`src/rtl/min_max_seq.sv`:
```
// Clocked min/max LED bar: config via valid/ready, displayed value ramps towards target,
// internal blink for the part of the range above the current value.
module min_max_seq #(
  parameter int unsigned VALSIZE     = 4,
  parameter int unsigned BLINK_HALF  = 8,
  parameter int unsigned STEP_CYCLES = 4
) (
  input  logic                    clk_i,
  input  logic                    rst_ni,
  input  logic                    cfg_valid_i,
  output logic                    cfg_ready_o,
  input  logic [1:0]              com_i,
  input  logic [VALSIZE-1:0]      min_i,
  input  logic [VALSIZE-1:0]      max_i,
  input  logic [VALSIZE-1:0]      val_i,
  output logic [2**VALSIZE-1:0]   leds_o,
  output logic [VALSIZE-1:0]      cur_val_o,
  output logic                    settled_o,
  output logic                    cfg_err_o
);

  localparam int unsigned NLED = 2**VALSIZE;
  localparam int unsigned BW   = (BLINK_HALF > 1) ? $clog2(BLINK_HALF) : 1;
  localparam int unsigned SW   = (STEP_CYCLES > 1) ? $clog2(STEP_CYCLES) : 1;

  localparam logic [1:0] COM_RANGE = 2'b00;
  localparam logic [1:0] COM_FROM0 = 2'b01;
  localparam logic [1:0] COM_OFF   = 2'b10;
  localparam logic [1:0] COM_ON    = 2'b11;

  typedef enum logic {IDLE = 1'b0, RAMP = 1'b1} state_e;

  state_e              state_q, state_d;
  logic [1:0]          com_q, com_d;
  logic [VALSIZE-1:0]  min_q, min_d;
  logic [VALSIZE-1:0]  max_q, max_d;
  logic [VALSIZE-1:0]  cur_q, cur_d;
  logic [VALSIZE-1:0]  tgt_q, tgt_d;
  logic [SW-1:0]       step_q, step_d;
  logic [BW-1:0]       blink_q, blink_d;
  logic                osc_q, osc_d;
  logic [NLED-1:0]     leds_q, leds_d;
  logic                err_q, err_d;

  always_ff @(posedge clk_i or negedge rst_ni) begin
    if (!rst_ni) begin
      state_q <= IDLE;
      com_q   <= COM_OFF;
      min_q   <= '0;
      max_q   <= '1;
      cur_q   <= '0;
      tgt_q   <= '0;
      step_q  <= '0;
      blink_q <= '0;
      osc_q   <= 1'b1;
      leds_q  <= '0;
      err_q   <= 1'b0;
    end else begin
      state_q <= state_d;
      com_q   <= com_d;
      min_q   <= min_d;
      max_q   <= max_d;
      cur_q   <= cur_d;
      tgt_q   <= tgt_d;
      step_q  <= step_d;
      blink_q <= blink_d;
      osc_q   <= osc_d;
      leds_q  <= leds_d;
      err_q   <= err_d;
    end
  end

  // Config acceptance and ramp stepping; requests are only seen in IDLE.
  always_comb begin
    state_d = state_q;
    com_d   = com_q;
    min_d   = min_q;
    max_d   = max_q;
    cur_d   = cur_q;
    tgt_d   = tgt_q;
    step_d  = step_q;
    err_d   = 1'b0;
    case (state_q)
      IDLE: begin
        if (cfg_valid_i) begin
          if ((com_i == COM_RANGE) && (min_i > max_i)) begin
            err_d = 1'b1;
          end else begin
            com_d  = com_i;
            min_d  = min_i;
            max_d  = max_i;
            tgt_d  = val_i;
            step_d = '0;
            if (val_i != cur_q) state_d = RAMP;
          end
        end
      end
      RAMP: begin
        if (step_q == SW'(STEP_CYCLES - 1)) begin
          step_d = '0;
          cur_d  = (tgt_q > cur_q) ? cur_q + VALSIZE'(1) : cur_q - VALSIZE'(1);
          if (cur_d == tgt_q) state_d = IDLE;
        end else begin
          step_d = step_q + SW'(1);
        end
      end
      default: state_d = IDLE;
    endcase
  end

  // Free-running blink, independent of the FSM.
  always_comb begin
    blink_d = blink_q + BW'(1);
    osc_d   = osc_q;
    if (blink_q == BW'(BLINK_HALF - 1)) begin
      blink_d = '0;
      osc_d   = ~osc_q;
    end
  end

  // LED pattern from the registered state; registered once more at the output.
  always_comb begin
    leds_d = '0;
    case (com_q)
      COM_RANGE: begin
        if ((min_q <= cur_q) && (cur_q <= max_q)) begin
          for (int unsigned i = 0; i < NLED; i++) begin
            if ((VALSIZE'(i) >= min_q) && (VALSIZE'(i) <= cur_q)) begin
              leds_d[i] = 1'b1;
            end else if ((VALSIZE'(i) > cur_q) && (VALSIZE'(i) <= max_q)) begin
              leds_d[i] = osc_q;
            end
          end
        end
      end
      COM_FROM0: begin
        for (int unsigned i = 0; i < NLED; i++) begin
          leds_d[i] = (VALSIZE'(i) <= cur_q);
        end
      end
      COM_OFF: leds_d = '0;
      COM_ON:  leds_d = '1;
      default: leds_d = '0;
    endcase
  end

  assign cfg_ready_o = (state_q == IDLE);
  assign settled_o   = (state_q == IDLE);
  assign leds_o      = leds_q;
  assign cur_val_o   = cur_q;
  assign cfg_err_o   = err_q;

endmodule
```
`config.mk`:
```
export PLATFORM = sky130hd
export DESIGN_NAME = min_max_seq
export DESIGN_NICKNAME = d
export VERILOG_FILES = /design/src/rtl/min_max_seq.sv
export SDC_FILE = /design/constraint.sdc
export NUM_CORES = 1
export LEC_CHECK = 0
export CORE_AREA = 2 2 88 69
export CTS_CLUSTER_SIZE = 8
export DETAILED_ROUTE_END_ITERATION = 7
export DIE_AREA = 0 0 90 71
export PLACE_DENSITY_LB_ADDON = 0.3
export SKIP_CTS_REPAIR_TIMING = 1
export SLEW_MARGIN = 20
export SYNTH_ARGS = -nofsm -noshare
export SYNTH_HDL_FRONTEND = slang
export SYNTH_SLANG_ARGS = --single-unit
```
`constraint.sdc`:
```
create_clock -name clk_i -period 2.9 [get_ports clk_i]
set_input_delay 0.58 -clock clk_i [delete_from_list [all_inputs] [get_ports clk_i]]
set_output_delay 0.58 -clock clk_i [all_outputs]
set_load 0.02 [all_outputs]
```
==> flow_summary_export.csv <==
group,metric,value,unit
run_status,status,"complete, no violations",
finish,nNetsFinal,361,
finish,area_delta_synth_final,21.9,%
global_route,track_usage,0.201,
global_route,overflow,0,
worst_setup_path,cpLargestDelayFamily,"buffers and inverters",
synthesis,synth_top_family_by_area,"compound AO/OA/AOI/OAI gates",
synthesis,ys_seq_area_frac,0.396,
sta,fin_ws,0.238,ns
detailed_routing,vias,2237,
placement,place_congestion,0.881,
pwr,leakagePower,1.43,nW
synthesis,synth_commonest_cells,"dfrtp_1 (36), o21ai_0 (30), ha_1 (24), inv_1 (19), a21oi_1 (18)",
sta,worst_slew_pin_slew,0.901,ns
synthesis,ys_ff_latch,42,
detailed_routing,drt_wl_total,6140,µm
clock_network,clock_sinks,42,
detailed_routing,drt_iter0_drc,192,
placement,dp_slack,-0.291,ns
global_route,antenna_found_initial,0,
worst_setup_path,cp-end-kind,"register",
placement,dp_cells,391,
run,maxCapViolCount,0,
global_route,grt_max_degree,43,
clock_network,cts_buffers,5,
clock_network,ctsLongestPathBuffers,2,
sta,fmax,0.376,GHz
sta,hold_viol,0,
synthesis,yosysMostFrequentCell,"dfrtp_1",
die,die-width,90,µm
worst_setup_path,slowest_delay,0.47,ns
synthesis,syn_nets,318,
finish,multiInputGateArea,1480,µm²
sta,period_share,0.918,
die,die-area,6390,µm²
detailed_routing,ant_nets,0,
finish,fill_cells,491,
die,coreArea,5590,µm²
synthesis,synth-xor-area-share,0.0426,
finish,layout.cells.non_filler,399,
synthesis,ys_types,47,
finish,post-route-cell-area,3260,µm²
worst_setup_path,cp.arrival,2.84,ns
sta,maxSlewHeadroom,0.399,
synthesis,synth_area,2670,µm²
worst_setup_path,critPathMaxFanout,4,
sta,clock_skew,0.00891,ns
synthesis,ys_warn_count,0,
synthesis,ys_async_sr_fraction,1.00,
hold_path,min_path_type,"in -> async",
die,row_count,24,
sta,finalSetupTns,0,ns
detailed_routing,firstDrtPassIters,4,
placement,placed_cell_area,3170,µm²
global_route,grt_pass1_wl,10400,µm
synthesis,synth_compound_area_frac,0.192,
placement,dp_hpwl,4530,µm
sta,setup_viol,0,
pwr,peakVddDrop,0.597,mV
worst_setup_path,crit_chain,"clkdlybuf4s50_1 > inv_1 > ha_1 > nor2b_1 > o21a_1 > o21ai_1 > a2111oi_4 > buf_4 > nor3_1 > or4_1",
worst_setup_path,cp.buffers_inverters,3,
finish,diodes,0,
synthesis,synth_top_cells_by_area,"dfrtp_1 (34%), ha_1 (11%), dfstp_2 (5.9%)",
synthesis,synthCells,277,
sta,finalMaxSlewViolations,0,
die,die_h,71,µm
sta,rsz0062_at_grt,"false",
sta,whs,0.405,ns
detailed_routing,drc,0,
synthesis,yosys.area.top_type,"dfrtp_1",
worst_setup_path,critPathLaunchType,"primary input",
finish,seqCellArea,1060,µm²
synthesis,synth-simple-area-share,0.117,
worst_setup_path,path_class,"in -> reg",
synthesis,postSynthAreaPerCell,9.64,µm²
detailed_routing,wire_per_inst,15.4,µm
detailed_routing,vias_per_cell,5.61,
synthesis,synth_ff_type,"dfrtp_1",
clock_network,cts_tree,"built",
clock_network,clk_latency,0.30,ns
sta,post-route-min-period,2.66,ns
pwr,cellPowerDensity,1180,nW/µm²
synthesis,synth.area.mux_share,0.0885,
synthesis,synth_top_area_frac,0.337,
finish,layout-drive-gt1-share,0.125,
synthesis,synth_adder_area_share,0.112,
synthesis,synth_edf_count,0,
worst_setup_path,worstPathRequired,3.07,ns
die,initial_core_util,0.478,
clock_network,cts.htree.levels,2,
clock_network,cts.reportedPaths.clkPinSlew,0.08,ns
placement,port_buffers,39,
global_route,grt_pass1_vias,2107,
clock_network,clock-root-buffer,"clkbuf_8",
die,io_pins,40,
worst_setup_path,slowest_stage,"or4_1",
==> state kept, by name, indices dropped and copies added, names as in the netlist <==
register	cells
com_q	2
cfg_err_o	1
leds_o	16
max_q	4
osc_q	1
step_q	2
state_q	1
min_q	4
blink_q	3
tgt_q	4
cur_val_o	4
==> power by group <==
group          internal, mW  total [mW]  switching [mW]
clock network         0.167       0.361           0.195
registers             0.851        1.14           0.292
logic                  1.06        2.33            1.27
total                  2.08        3.83            1.75
==> cell families (layout without fill, tap and decap cells) <==
logic type	count (synthesis)	in the layout
XOR/XNOR	13	13
AND/OR/NAND/NOR	62	62
AO/OA/AOI/OAI	82	82
flip-flops	42	42
multiplexers	20	20
adder cells (fa/ha/maj)	24	24
buffers and inverters	34	78
==> worst reg2reg max path, stage by stage, from the launching register on <==
cell	delay [ns]
dfstp_2	0.62
inv_1	0.12
ha_1	0.30
nor2b_1	0.14
o21a_1	0.16
o21a_1	0.16
o21ai_0	0.15
nand4_1	0.23
o41ai_1	0.42
==> path summary, 6_finish.rpt <==
path,cells past startpoint,from,to,slack [ns]
setup / recovery,10,max_i[1],state_q,0.24
hold / removal,1,rst_ni,cur_val_o[1],0.40
setup reg to reg,8,max_q[1],leds_o[0],0.48
hold reg to reg,1,blink_q[0],blink_q[0],0.44
max in group asynchronous,1,rst_ni,min_q[3],1.93
min in group clk_i,1,blink_q[0],blink_q[0],0.44
==> through the flow <==
step | power [mW] | util
2_1_floorplan | 2.67 | -
3_3_place_gp | 3.38 | 0.567
3_5_place_dp | 3.45 | 0.567
4_1_cts | 3.82 | 0.582
5_1_grt | 4.14 | 0.583
6_report | 3.83 | 0.583
==> layout make-up <==
| cell class | count | area share |
|---|---|---|
| Clock buffer | 6 | 0.0223 |
| Clock inverter | 2 | 0.00307 |
| Inverter | 21 | 0.0242 |
| Multi-Input combinational cell | 201 | 0.454 |
| Sequential cell | 42 | 0.325 |
| Tap cell | 78 | 0.0300 |
| Timing Repair Buffer | 49 | 0.141 |
==> cells in the final DEF, fill, tap and decap left out, types with 6 or more instances in the layout <==
master	n
dfstp_2	6
buf_4	10
xnor2_1	6
a31oi_1	8
nand2_1	14
nor3_1	9
ha_1	24
o21ai_0	30
mux2_4	6
a21oi_1	18
mux2i_1	9
nor2_1	14
clkdlybuf4s50_1	38
xor2_1	7
inv_1	19
dfrtp_1	36
==> per-layer routing <==
layer / track usage / share of wire
met1: 0.299 / 0.49
met2: 0.308 / 0.44
met3: 0.0373 / 0.065
met4: 0.0462 / 0.0062
met5: 0 / 0
Note: power is estimated with default switching activity, not from simulation.
